File: config.mk
export PLATFORM = sky130hd
export DESIGN_NAME = adder_tree_accum
export DESIGN_NICKNAME = d
export VERILOG_FILES = /design/src/rtl/adder_tree_accum.sv
export SDC_FILE = /design/constraint.sdc
export NUM_CORES = 1
export LEC_CHECK = 0
export CORE_UTILIZATION = 47
export DETAILED_ROUTE_END_ITERATION = 7
export PLACE_DENSITY = 0.78
export SLEW_MARGIN = 0
export SYNTH_ARGS = -nofsm -noshare
export SYNTH_HDL_FRONTEND = slang
export SYNTH_SLANG_ARGS = --single-unit
File: constraint.sdc
create_clock -name clk -period 3.1 [get_ports clk]
set_input_delay 0.465 -clock clk [delete_from_list [all_inputs] [get_ports clk]]
set_output_delay 0.465 -clock clk [all_outputs]
set_load 0.1 [all_outputs]
File: src/rtl/adder_tree_accum.sv
`default_nettype none
// ============================================================================
//  Module      : adder_tree_accum
//  Description : Block accumulator for adder-tree result beats. Sums a
//                programmable number of unsigned beats per block and holds
//                the total (with its beat count) until downstream accepts it.
//  Revision    : 1.0  initial release
// ============================================================================
module adder_tree_accum #(
    parameter int IN_WIDTH  = 49,
    parameter int LEN_WIDTH = 8,
    parameter int ACC_WIDTH = IN_WIDTH + LEN_WIDTH
) (
    input  logic                 clk,
    input  logic                 rst,
    input  logic                 in_valid,
    output logic                 in_ready,
    input  logic [IN_WIDTH-1:0]  in_sum,
    input  logic [LEN_WIDTH-1:0] blk_len,
    output logic                 out_valid,
    input  logic                 out_ready,
    output logic [ACC_WIDTH-1:0] out_acc,
    output logic [LEN_WIDTH-1:0] out_count
);

    typedef enum logic [1:0] {
        S_IDLE  = 2'd0,
        S_ACCUM = 2'd1,
        S_HOLD  = 2'd2
    } state_t;

    localparam logic [LEN_WIDTH-1:0] c_len_one = {{(LEN_WIDTH-1){1'b0}}, 1'b1};

    state_t               r_state;
    state_t               w_state_nxt;
    logic [ACC_WIDTH-1:0] r_acc;
    logic [LEN_WIDTH-1:0] r_cnt;
    logic [LEN_WIDTH-1:0] r_len;

    logic                 w_accept;
    logic [LEN_WIDTH-1:0] w_len_eff;
    logic [LEN_WIDTH-1:0] w_cnt_inc;
    logic [ACC_WIDTH-1:0] w_sum_ext;

    // Handshake decode and helper arithmetic
    always_comb begin
        in_ready  = (r_state != S_HOLD);
        out_valid = (r_state == S_HOLD);
        out_acc   = r_acc;
        out_count = r_cnt;
        w_accept  = in_valid & in_ready;
        // A zero length field still describes a one-beat block
        w_len_eff = (blk_len == '0) ? c_len_one : blk_len;
        w_cnt_inc = r_cnt + c_len_one;
        w_sum_ext = {{(ACC_WIDTH-IN_WIDTH){1'b0}}, in_sum};
    end

    // Block sequencing: collect beats, then hold the result until taken
    always_comb begin
        w_state_nxt = r_state;
        case (r_state)
            S_IDLE: begin
                if (w_accept) begin
                    w_state_nxt = (w_len_eff == c_len_one) ? S_HOLD : S_ACCUM;
                end
            end
            S_ACCUM: begin
                if (w_accept && (w_cnt_inc == r_len)) begin
                    w_state_nxt = S_HOLD;
                end
            end
            S_HOLD: begin
                if (out_ready) begin
                    w_state_nxt = S_IDLE;
                end
            end
            default: w_state_nxt = S_IDLE;
        endcase
    end

    // State register; reset discards any partial or held block
    always_ff @(posedge clk) begin
        if (rst) begin
            r_state <= S_IDLE;
        end else begin
            r_state <= w_state_nxt;
        end
    end

    // Accumulator, beat counter and the block length latched on the first beat
    always_ff @(posedge clk) begin
        if (rst) begin
            r_acc <= '0;
            r_cnt <= '0;
            r_len <= '0;
        end else if (w_accept) begin
            if (r_state == S_IDLE) begin
                r_acc <= w_sum_ext;
                r_cnt <= c_len_one;
                r_len <= w_len_eff;
            end else begin
                r_acc <= r_acc + w_sum_ext;
                r_cnt <= w_cnt_inc;
            end
        end
    end

endmodule
`default_nettype wire

; After elaboration in Yosys (flattened, before gate mapping)
; Cells that the tools add are included.
; Widths: inputs -> output; s select.
[word_totals]
regBits = 75
input_bits = 61
out_inout_bits = 67
elab_cells = 28
[classes]
addsub = 2
n_eq_ne = 8
muxes = 8
n_bitwise = 1
n_reduce_logical = 5
[ops]
columns = operator, n
row1 = $add 57x49->57, 1
row2 = $mux 57, 1
row3 = $mux 8, 2
row4 = $add 8x1->8 const B, 1
row5 = $eq 8x1->1 const B, 1
row6 = $eq 8x8->1, 1
row7 = $logic_not 8->1, 1
row8 = $mux 2, 4
row9 = $ne 2x2->1 const B, 3
row10 = $pmux 2 s3, 1
row11 = $reduce_and 3->1, 1
row12 = $eq 2x1->1 const B, 1
row13 = $eq 2x2->1 const B, 1
row14 = $logic_not 2->1, 1
row15 = $ne 2x1->1 const B, 1
row16 = $reduce_and 2->1, 1
row17 = $and 1x1->1, 1
row18 = $logic_and 1x1->1, 1

; Logic depth before layout (Yosys ltp)
; Gate-level depths: netlist of run 1.
[depth]
word_depth = 6
depth_mapped = 12
depth_no_buf = 12

; Worst setup path after synthesis of run 1
; Ideal clock, no wire load.
[synth_path]
kind = register to register
startpoint = reg r_acc[0], in the netlist out_acc[0]
endpoint = reg r_acc[56], in the netlist out_acc[56]
setup_ps = 121
t_arrival_ps = 3544
required_time_ps = 2979
slack_ps = -564
path_stages_with_launch = 13
n_path_buf = 0
period_less_slack_ps = 3664
path_cell_list = dfxtp_1 > ha_1 > fa_1 > a21o_1 > a221oi_2 > o31a_1 > o21bai_1 > a211oi_1 > o21bai_1 > a311oi_2 > o21ai_1 > o211ai_1 > mux2_2
[synth_between]
elab_chain_len = 2
[synth_rtl]
columns = item, line_no
row1 = "start, declared", 36  ; logic [ACC_WIDTH-1:0] r_acc;
row2 = "start signal, assigned", 98  ; r_acc <= w_sum_ext;
row3 = "start signal, assigned", 102  ; r_acc <= r_acc + w_sum_ext;
row4 = $add 57x49->57, 102
row5 = $mux 57, 97  ; if (r_state == S_IDLE) begin
; No other way between the ends.
; A chain may end at the register's enable or synchronous reset.

; Worst setup path after layout of run 1
[layout_path]
startpoint = in in_sum[11]
endpoint = reg r_acc[40], in the netlist out_acc[40]
[layout_between]
elab_chain_len = 2
[layout_rtl]
columns = item, line_no
row1 = "start, declared", 18  ; input logic [IN_WIDTH-1:0] in_sum,
row2 = $add 57x49->57, 102
row3 = $mux 57, 97
; No other way between the ends.

==> summary.txt, run 1 <==
Critical path
  – Crit path required time: 3.34 ns
  – R2r startpoint: out_acc[0]
  – Worst r2r path cells: 16
  – CP Capture Type: flip-flop
  – CP Launch Point: in_sum[11]
  – Worst Path Max Fanout: 5
  – Worst EP arrival: 3.39 ns
  – Startpoint Class: primary input
  – Crit Path Category: primary input to flip-flop

Routing
  – Vias after detailed routing: 7,301
  – Wire length on met1: 8990 um
  – Top Metal Used: met5
  – Vias per inst: 6.07
  – Residual DRC count: 17
  – Routed WL per cell: 18.4 um
  – Met2 WL: 10,700 um
  – Met3 WL: 1560 um
  – Initial DRC Count: 800
  – Total length of routed wires: 22,200 um
  – First-pass iteration count of the detailed router: 8
  – Final ANT Viol Nets: 0

Outcome
  – Status: complete, but fails checks
  – Failing checks: design-rule violations, negative setup slack

Min path
  – Hold Path Class: primary input to flip-flop
  – Hold path cells: 3
  – Hold Startpoint: in_sum[14]

Power
  – Seq pwr share: 26.1%
  – Lkg Pwr: 4.15 nW
  – Worst IR Drop VDD: 320 uV
  – Cell Pwr Density: 463 mW/mm^2
  – Sw Pwr: 1.77 mW
  – Power share of the clock group: 25.6%
  – Switching Fraction: 41.3%
  – Comb pwr share: 48.2%
  – Internal: 2.52 mW

Clock tree
  – CTS sink count: 75
  – Clk slew on worst S/H paths: 0.06 ns
  – CTS buffer count: 9
  – CTS tree: built
  – CTS max path bufs: 2
  – CTS H-tree depth: 3
  – CTS Hold Bufs: 0
  – Worst-Skew Late Latency: 0.35 ns
  – Clock Tree Root: clkbuf_16

Place
  – GP Congestion: 0.927
  – Cells after DPL: 1,166
  – Placed inst area: 0.00834 sq mm
  – Port buffer count: 127
  – Hpwl dp: 15,300 um

Floorplanning
  – Core area: 0.0122 sq mm
  – Top Ports: 128
  – Core Rows: 40
  – DIE HEIGHT: 115 um
  – Die W: 115 um
  – Starting Density: 49.2%
  – Die Area: 0.0132 sq mm

Synthesis
  – Warnings from Yosys: 0
  – Post-synth top area cell: dfxtp_1
  – Sequential share of the synthesized area: 25.0%
  – Syn_area_per_cell: 7.75 sq um
  – Syn_nets: 887
  – Largest cells by area after synthesis: dfxtp_1 25%, ha_1 10%, a21oi_1 6.6%
  – Post-Syn Instances: 775
  – Synth Flop Type: dfxtp_1
  – Mapped Area: 0.00601 sq mm
  – Library cells used by synthesis: 63
  – Post-synth top area share: 25.0%
  – Share of synthesized registers carrying an async set or reset: 0%
  – Synthesis-stage register bit count: 75
  – Number of flops mapped to enable cells by yosys: 0

Timing
  – Least-Margin Pin Slew: 0.605 ns
  – Period utilisation layout: 102%
  – Rel. slew slack: 59.3%
  – Final setup margin: -0.0501 ns
  – Fmax: 0.317 GHz
  – Crit path time final: 3.15 ns
  – Slew Limit Fails: 0
  – Final setup vio count: 3
  – Skew final: 0.00911 ns
  – RSZ-0062 raised after global routing: true
  – Final Hold Vio Count: 0

Global route
  – First-pass GRT wire length: 34,800 um
  – Initial antenna violation count: 2
  – Largest net degree at the start of global routing: 45
  – Vias in the first global route: 7,301
  – GRT Resource Usage Total: 33.0%
  – Overflow after GRT: 0

Flow run
  – Max_cap viols: 0

Cells and area
  – Commonest non-fill, non-tap cell in the layout: buf_4
  – Layout Cells excl Fill: 1,203
  – Most frequent cells in the layout: 234 x buf_4, 99 x nor2_1, 68 x a21oi_1
  – Fin util: 75.9%
  – Share of cells above drive strength 1: 36.0%
  – Final Net Count: 1,141
  – P&R area growth vs syn: 54.3%
  – Fin area: 0.00927 sq mm
-- synth_stat cells, types with 10 or more instances --
cell type    n
clkbuf_1    47
and3_1      10
inv_1       10
a21oi_1     79
nor2_1     101
a222oi_1    33
nand2_1     56
a22oi_1     13
a21o_1      34
xor2_1      19
xnor2_1     39
nor3_1      14
dfxtp_1     75
ha_1        50
nand4_1     16
nand3_1     18
o21ai_0     30
-- critical path: stages --
cell           delay [ns]
dlygate4sd2_1        0.26
ha_1                 0.29
buf_4                0.14
buf_4                0.14
a21oi_1              0.25
o21ai_0              0.20
o21bai_2             0.25
a211oi_2             0.28
o21bai_2             0.13
buf_4                0.14
buf_4                0.12
buf_4                0.12
buf_4                0.12
buf_4                0.12
nand2_1              0.06
nand3b_1             0.07
a211oi_1             0.22
-- logic make-up (layout without fill, tap and decap cells) --
logic type | after synthesis | after routing | share of synthesized area [%]
multiplexers | 1 | 1 | 0.187
other | 0 | 1 | 0
buffers and inverters | 63 | 322 | 4.02
AND/OR/NAND/NOR | 262 | 262 | 20.3
AO/OA/AOI/OAI | 265 | 265 | 31.3
adder cells (fa/ha/maj) | 51 | 51 | 10.7
XOR/XNOR | 58 | 58 | 8.45
flip-flops | 75 | 75 | 25.0
-- per-layer routing --
metal	global-route usage (%)	vias up
met5	0	-
met4	18.8	2
met3	6.11	87
met2	55.3	347
met1	39.9	3449
li1	-	3416
-- path summary, 6_finish.rpt --
check	to	slack, ns
worst max-delay path	out_acc[40]	-0.05
worst min-delay path	out_acc[14]	0.43
worst max register to register	out_acc[40]	-0.04
worst min register to register	r_len[4]	0.48
-- timing repair --
action                     4_1_cts  5_1_grt
pin swaps                       27       34
resized for setup               61       53
setup buffers                   13       10
setup endpoints to repair       28       26
-- power groups by stage --
stage          combinational, mW  clock (mW)  sequential, mW
2_1_floorplan              0.789           0            1.55
3_3_place_gp                1.84           0            1.12
3_5_place_dp                1.87           0            1.13
4_1_cts                     1.97        1.11            1.12
5_1_grt                     2.20        1.16            1.13
6_report                    2.07        1.10            1.12
-- state kept, by name, summed over array words and instances (netlist names) --
name,cells
out_acc,57
out_count,8
r_len,8
r_state,2
-- through the flow --
stage	power, mW	TNS [ns]	hold slack, ns	setup slack (ns)
detailed placement	3.00	-18.32	0.469	-0.790
global route	4.49	-0.842	0.443	-0.207
global placement	2.96	-15.48	0.458	-0.691
CTS	4.20	-0.0144	0.478	-0.0144
floorplan	2.34	-0.0766	0.449	-0.0766
finish	4.30	-0.109	0.428	-0.0501
-- final cells by class --
class / count / area (sq um)
fillers: 901 / 2940
multi-input cells: 637 / 4780
clock buffers: 10 / 229
clock inverters: 6 / 73.8
diodes: 1 / 2.50
flip-flops and latches: 75 / 1580
repair buffers: 296 / 2360
inverters: 10 / 37.5
well taps: 168 / 210
(Power assumes the default switching activity.)
==> run 2, diff against run 1 <==
--- a/config.mk
+++ b/config.mk
@@ -5,9 +5,10 @@
 export SDC_FILE = /design/constraint.sdc
 export NUM_CORES = 1
 export LEC_CHECK = 0
+export CORE_MARGIN = 3
 export CORE_UTILIZATION = 47
 export DETAILED_ROUTE_END_ITERATION = 7
-export PLACE_DENSITY = 0.78
+export PLACE_DENSITY = 0.82
 export SLEW_MARGIN = 0
 export SYNTH_ARGS = -nofsm -noshare
 export SYNTH_HDL_FRONTEND = slang
==> run 2 against run 1 <==
Against the previous run:
- the run now ends clean
- clock power decreased by 5%
- cell count decreased by 0.91%
- register-to-register slack improved by 0.09 ns
- via count decreased by 3.7%
- hold slack improved by 0.035 ns
- sequential power about the same
- routed wire length decreased by 5.3%
- sequential share of layout area increased by 0.14 points
- critical endpoint is now out_acc[56]
==> summary.txt, run 2 (synthesized netlist as in run 1, its figures left out) <==
Clock tree
  – CTS buffer count: 9
  – Clock Tree Root: clkbuf_16
  – Clk slew on worst S/H paths: 0.06 ns
  – Worst-Skew Late Latency: 0.35 ns
  – CTS tree: built
  – CTS sink count: 75
  – CTS H-tree depth: 3
  – CTS Hold Bufs: 0
  – CTS max path bufs: 2

Min path
  – Hold Path Class: primary input to flip-flop

Timing
  – Final Hold Vio Count: 0
  – RSZ-0062 raised after global routing: true
  – TNS Setup: 0 ns
  – Final hold slack: 0.463 ns
  – Least-Margin Pin Slew: 0.640 ns
  – Final setup margin: 0.0422 ns
  – Period utilisation layout: 98.6%
  – Rel. slew slack: 57.3%
  – Crit path time final: 3.06 ns
  – Skew final: 0.00834 ns
  – Slew Limit Fails: 0
  – Fmax: 0.327 GHz
  – Final setup vio count: 0

Routing
  – Vias after detailed routing: 7,034
  – Routed WL per cell: 17.6 um
  – Total length of routed wires: 21,000 um
  – First-pass iteration count of the detailed router: 8
  – Residual DRC count: 0
  – Vias per inst: 5.90
  – Initial DRC Count: 684
  – Final ANT Viol Nets: 0

Floorplanning
  – Die Area: 0.0142 sq mm
  – Core area: 0.0123 sq mm
  – Core Rows: 40
  – Die W: 119 um
  – Top Ports: 128
  – Starting Density: 49.0%
  – DIE HEIGHT: 119 um

Global route
  – Overflow after GRT: 0
  – GRT Resource Usage Total: 28.9%
  – First-pass GRT wire length: 34,200 um
  – Initial antenna violation count: 0
  – Largest net degree at the start of global routing: 51
  – Vias in the first global route: 6,953

Cells and area
  – Final Net Count: 1,131
  – Max reg flops: 57
  – Share of cells above drive strength 1: 33.9%
  – Commonest non-fill, non-tap cell in the layout: buf_4
  – Number of fill cells: 886
  – P&R area growth vs syn: 52.8%
  – Most frequent cells in the layout: 226 x buf_4, 101 x nor2_1, 71 x a21oi_1
  – Antenna diode count: 0

Power
  – Cell Pwr Density: 458 mW/mm^2
  – Tot Pwr: 4.21 mW
  – Lkg Pwr: 4.12 nW
  – Worst IR Drop VDD: 405 uV

Place
  – Port buffer count: 127
  – GP Congestion: 0.934
  – Dpl ws: -0.799 ns
  – Hpwl dp: 14,900 um

Flow run
  – Max_cap viols: 0

Outcome
  – Status: completed

Critical path
  – Crit path cell chain: clkdlybuf4s50_1 -> ha_4 -> a21oi_1 -> o21ai_1 -> a211o_1 -> a211oi_2 -> o21bai_2 -> a311oi_2 -> o21ai_1 -> o211ai_1 -> mux2_2
  – Crit path required time: 3.34 ns
  – Crit-path max cell delay: 0.56 ns
  – Slowest-stage cell, CP: clkdlybuf4s50_1
  – Startpoint Class: primary input
  – Worst EP arrival: 3.30 ns
  – CP most frequent cell: o21ai_1
  – CP Capture Type: flip-flop
  – Crit Path Category: primary input to flip-flop
  – Worst Path Max Fanout: 6
[run 2: cell types whose count changed in the layout (fill, tap and decap cells not counted), moves of 2 or more]
cell	previous run	this run
nor2_1	99	101
dlymetal6s2s_1	4	9
xnor2_2	2	0
a21oi_2	11	8
ha_4	22	24
ha_2	3	0
a21oi_1	68	71
clkbuf_2	3	0
buf_4	234	226
clkinv_4	3	1
xnor2_1	37	39
[run 2: repair_timing]
item | 4_1_cts | 5_1_grt
pin swaps | 31 | 23
resized for setup | 58 | 38
buffers inserted | 6 | 5
setup endpoints to repair | 36 | 27
[run 2: per-layer routing]
metal | part of all wire [%] | vias up | track usage, %
met5 | 0 | - | 0
met4 | 2.4 | 0 | 9.34
met3 | 6.6 | 40 | 6.55
met2 | 48 | 286 | 47.9
met1 | 43 | 3310 | 37.0
li1 | - | 3398 | -
[run 2: through the flow]
stage / std cells / instance area, sq um / utilization [%]
2_1_floorplan: 775 / 6100 / -
3_3_place_gp: 1165 / 8320 / 67.8
3_5_place_dp: 1165 / 8320 / 67.8
4_1_cts: 1187 / 8950 / 73.0
5_1_grt: 1192 / 9180 / 74.9
6_report: 1192 / 9180 / 74.9
[run 2: critical path: cells and delay by family]
family / cells / cell delay [ns]
muxes: 1 / 0.36
AOI/OAI and AO/OA: 8 / 1.67
adders and majority gates: 1 / 0.25
buffers and inverters: 1 / 0.56
[run 2: report_power, final]
group	internal, mW	switching [mW]
clock network	0.597	0.455
logic	0.823	1.21
registers	1.04	0.0807
[run 2: path summary, 6_finish.rpt]
path                            slack, ns           to  cells after the start       start
worst max-delay path                 0.04  out_acc[56]                     11  in_sum[35]
worst min-delay path                 0.46   out_acc[8]                      3   in_sum[8]
worst max register to register       0.05  out_acc[56]                     12  out_acc[0]
worst min register to register       0.47     r_len[1]                      2    r_len[1]
[run 2: final cells by class]
cell class                      instances  area, sq um  share of cell area [%]
Clock buffer                           12          258                    2.81
Clock inverter                          4         31.3                   0.341
Inverter                               10         37.5                   0.409
Multi-Input combinational cell        637         4770                    52.0
Sequential cell                        75         1570                    17.1
Tap cell                              168          210                    2.29
Timing Repair Buffer                  286         2300                    25.0
==> run 3, diff against run 2 <==
--- a/config.mk
+++ b/config.mk
@@ -9,6 +9,7 @@
 export CORE_UTILIZATION = 47
 export DETAILED_ROUTE_END_ITERATION = 7
 export PLACE_DENSITY = 0.82
+export SKIP_LAST_GASP = 1
 export SLEW_MARGIN = 0
 export SYNTH_ARGS = -nofsm -noshare
 export SYNTH_HDL_FRONTEND = slang
==> run 3 against run 2 <==
Against the previous run:
- the flow now finishes with violations (design-rule violations, negative setup slack)
- power is 0.11% higher
- register-to-register slack worse by 0.03 ns
- sequential power hardly changed
- design area is 0.29% lower
- via count is 0.94% higher
- clock-buffer cell count stayed put
- sequential cell count stayed put
- sequential share of layout area hardly changed
- fmax is 1.7% lower
- routed wire length is 0.35% higher
- global-route usage is 0.063 points lower
- critical path type unchanged
- largest cell class unchanged
==> summary.txt, run 3 (synthesized netlist as in run 1, its figures left out) <==
Cells and area
  – Antenna diode count: 0
  – Commonest non-fill, non-tap cell in the layout: buf_4
  – FF+latch area: 0.00157 sq mm
  – Final Net Count: 1,132
  – Area of the multi-input gates: 0.00474 sq mm
  – Number of fill cells: 885
  – Most frequent cells in the layout: 227 x buf_4, 101 x nor2_1, 70 x a21oi_1
  – Share of cells above drive strength 1: 34.0%
  – P&R area growth vs syn: 52.3%
  – Max reg flops: 57

Timing
  – Slew Limit Fails: 0
  – Period utilisation layout: 100%
  – Fmax: 0.321 GHz
  – Final Hold Vio Count: 0
  – Final hold slack: 0.458 ns
  – Skew final: 0.0116 ns
  – Rel. slew slack: 58.2%
  – Final setup margin: -0.0105 ns
  – RSZ-0062 raised after global routing: true
  – Crit path time final: 3.11 ns
  – Final setup vio count: 1
  – Least-Margin Pin Slew: 0.627 ns
  – TNS Setup: -0.0105 ns

Clock tree
  – CTS H-tree depth: 3
  – CTS tree: built
  – CTS buffer count: 9
  – CTS max path bufs: 2
  – CTS sink count: 75
  – Worst-Skew Late Latency: 0.36 ns
  – CTS Hold Bufs: 0
  – Clock Tree Root: clkbuf_16
  – Clk slew on worst S/H paths: 0.07 ns

Critical path
  – R2r startpoint: out_acc[0]
  – FF-to-FF End: out_acc[56]
  – Worst EP arrival: 3.36 ns
  – Worst Path Max Fanout: 2
  – Crit Path Category: primary input to flip-flop
  – Startpoint Class: primary input
  – Crit path required time: 3.35 ns
  – CP Capture Type: flip-flop
  – R2R setup slack: 0.02 ns
  – Worst r2r path cells: 12

Place
  – GP Congestion: 0.934
  – Port buffer count: 127
  – Hpwl dp: 14,900 um
  – Dpl ws: -0.799 ns

Floorplanning
  – Top Ports: 128
  – Core area: 0.0123 sq mm
  – Die Area: 0.0142 sq mm
  – DIE HEIGHT: 119 um
  – Starting Density: 49.0%
  – Die W: 119 um
  – Core Rows: 40

Power
  – Tot Pwr: 4.21 mW
  – Lkg Pwr: 4.12 nW
  – Worst IR Drop VDD: 408 uV
  – Cell Pwr Density: 460 mW/mm^2

Global route
  – Vias in the first global route: 6,949
  – Initial antenna violation count: 0
  – Overflow after GRT: 0
  – Largest net degree at the start of global routing: 51
  – First-pass GRT wire length: 34,100 um
  – GRT Resource Usage Total: 28.8%

Routing
  – Initial DRC Count: 792
  – Vias per inst: 5.95
  – Total length of routed wires: 21,100 um
  – Residual DRC count: 10
  – Final ANT Viol Nets: 0
  – Routed WL per cell: 17.7 um
  – First-pass iteration count of the detailed router: 8
  – Vias after detailed routing: 7,100

Min path
  – Hold Startpoint: in_sum[8]
  – Hold path endpoint: out_acc[8]
  – Hold Path Class: primary input to flip-flop
  – Hold path cells: 3

Flow run
  – Max_cap viols: 0

Outcome
  – Failing checks: design-rule violations, negative setup slack
  – Status: complete, but fails checks
-- run 3: worst max-delay path by stage --
stage | from | end | depth (start not counted)
floorplan | out_acc[0] | out_acc[56] | 12
global placement | in_sum[0] | out_acc[56] | 13
detailed placement | in_sum[0] | out_acc[56] | 13
CTS | in_sum[0] | out_acc[56] | 13
global route | in_sum[25] | out_acc[44] | 13
finish | in_sum[0] | out_acc[56] | 13
-- run 3: area by class of cell --
cell class	instances	area share [%]
Clock inverter	4	0.342
Inverter	10	0.410
Sequential cell	75	17.2
Timing Repair Buffer	287	25.2
Clock buffer	12	2.82
Tap cell	168	2.30
Multi-Input combinational cell	637	51.8
-- run 3: power breakdown --
group | switching (mW) | internal [mW]
clock network | 0.465 | 0.597
logic | 1.21 | 0.822
registers | 0.0790 | 1.04
total | 1.75 | 2.46
-- run 3: timing repair --
action | CTS | global route
setup endpoints to repair | 36 | 29
gates resized for setup | 52 | 41
endpoints found under the hold margin | 0 | 0
setup buffers | 6 | 6
pin swaps | 31 | 21
-- run 3: worst max-delay path, cell delays in order --
cell	delay [ns]
dlygate4sd2_1	0.27
ha_4	0.17
fa_2	0.34
a21o_1	0.19
a221oi_2	0.28
o31a_1	0.23
o21bai_2	0.09
a211oi_2	0.25
o21bai_2	0.11
a311oi_2	0.25
o21ai_1	0.12
o211ai_1	0.22
mux2_2	0.36
-- run 3: metal layers --
layer | GRT usage (%) | wire length (um) | vias to the layer above | share of wire [%]
li1 | - | - | 3400 | -
met1 | 36.7 | 8920 | 3354 | 42
met2 | 47.8 | 10200 | 296 | 48
met3 | 6.79 | 1420 | 50 | 6.7
met4 | 9.63 | 554 | 0 | 2.6
met5 | 0 | 0 | - | 0
-- run 3: metrics by stage --
stage	area [sq um]	util (%)	cells
CTS	8920	72.8	1187
global route	9150	74.6	1193
detailed placement	8320	67.8	1165
finish	9150	74.6	1193
floorplan	6100	-	775
global placement	8320	67.8	1165
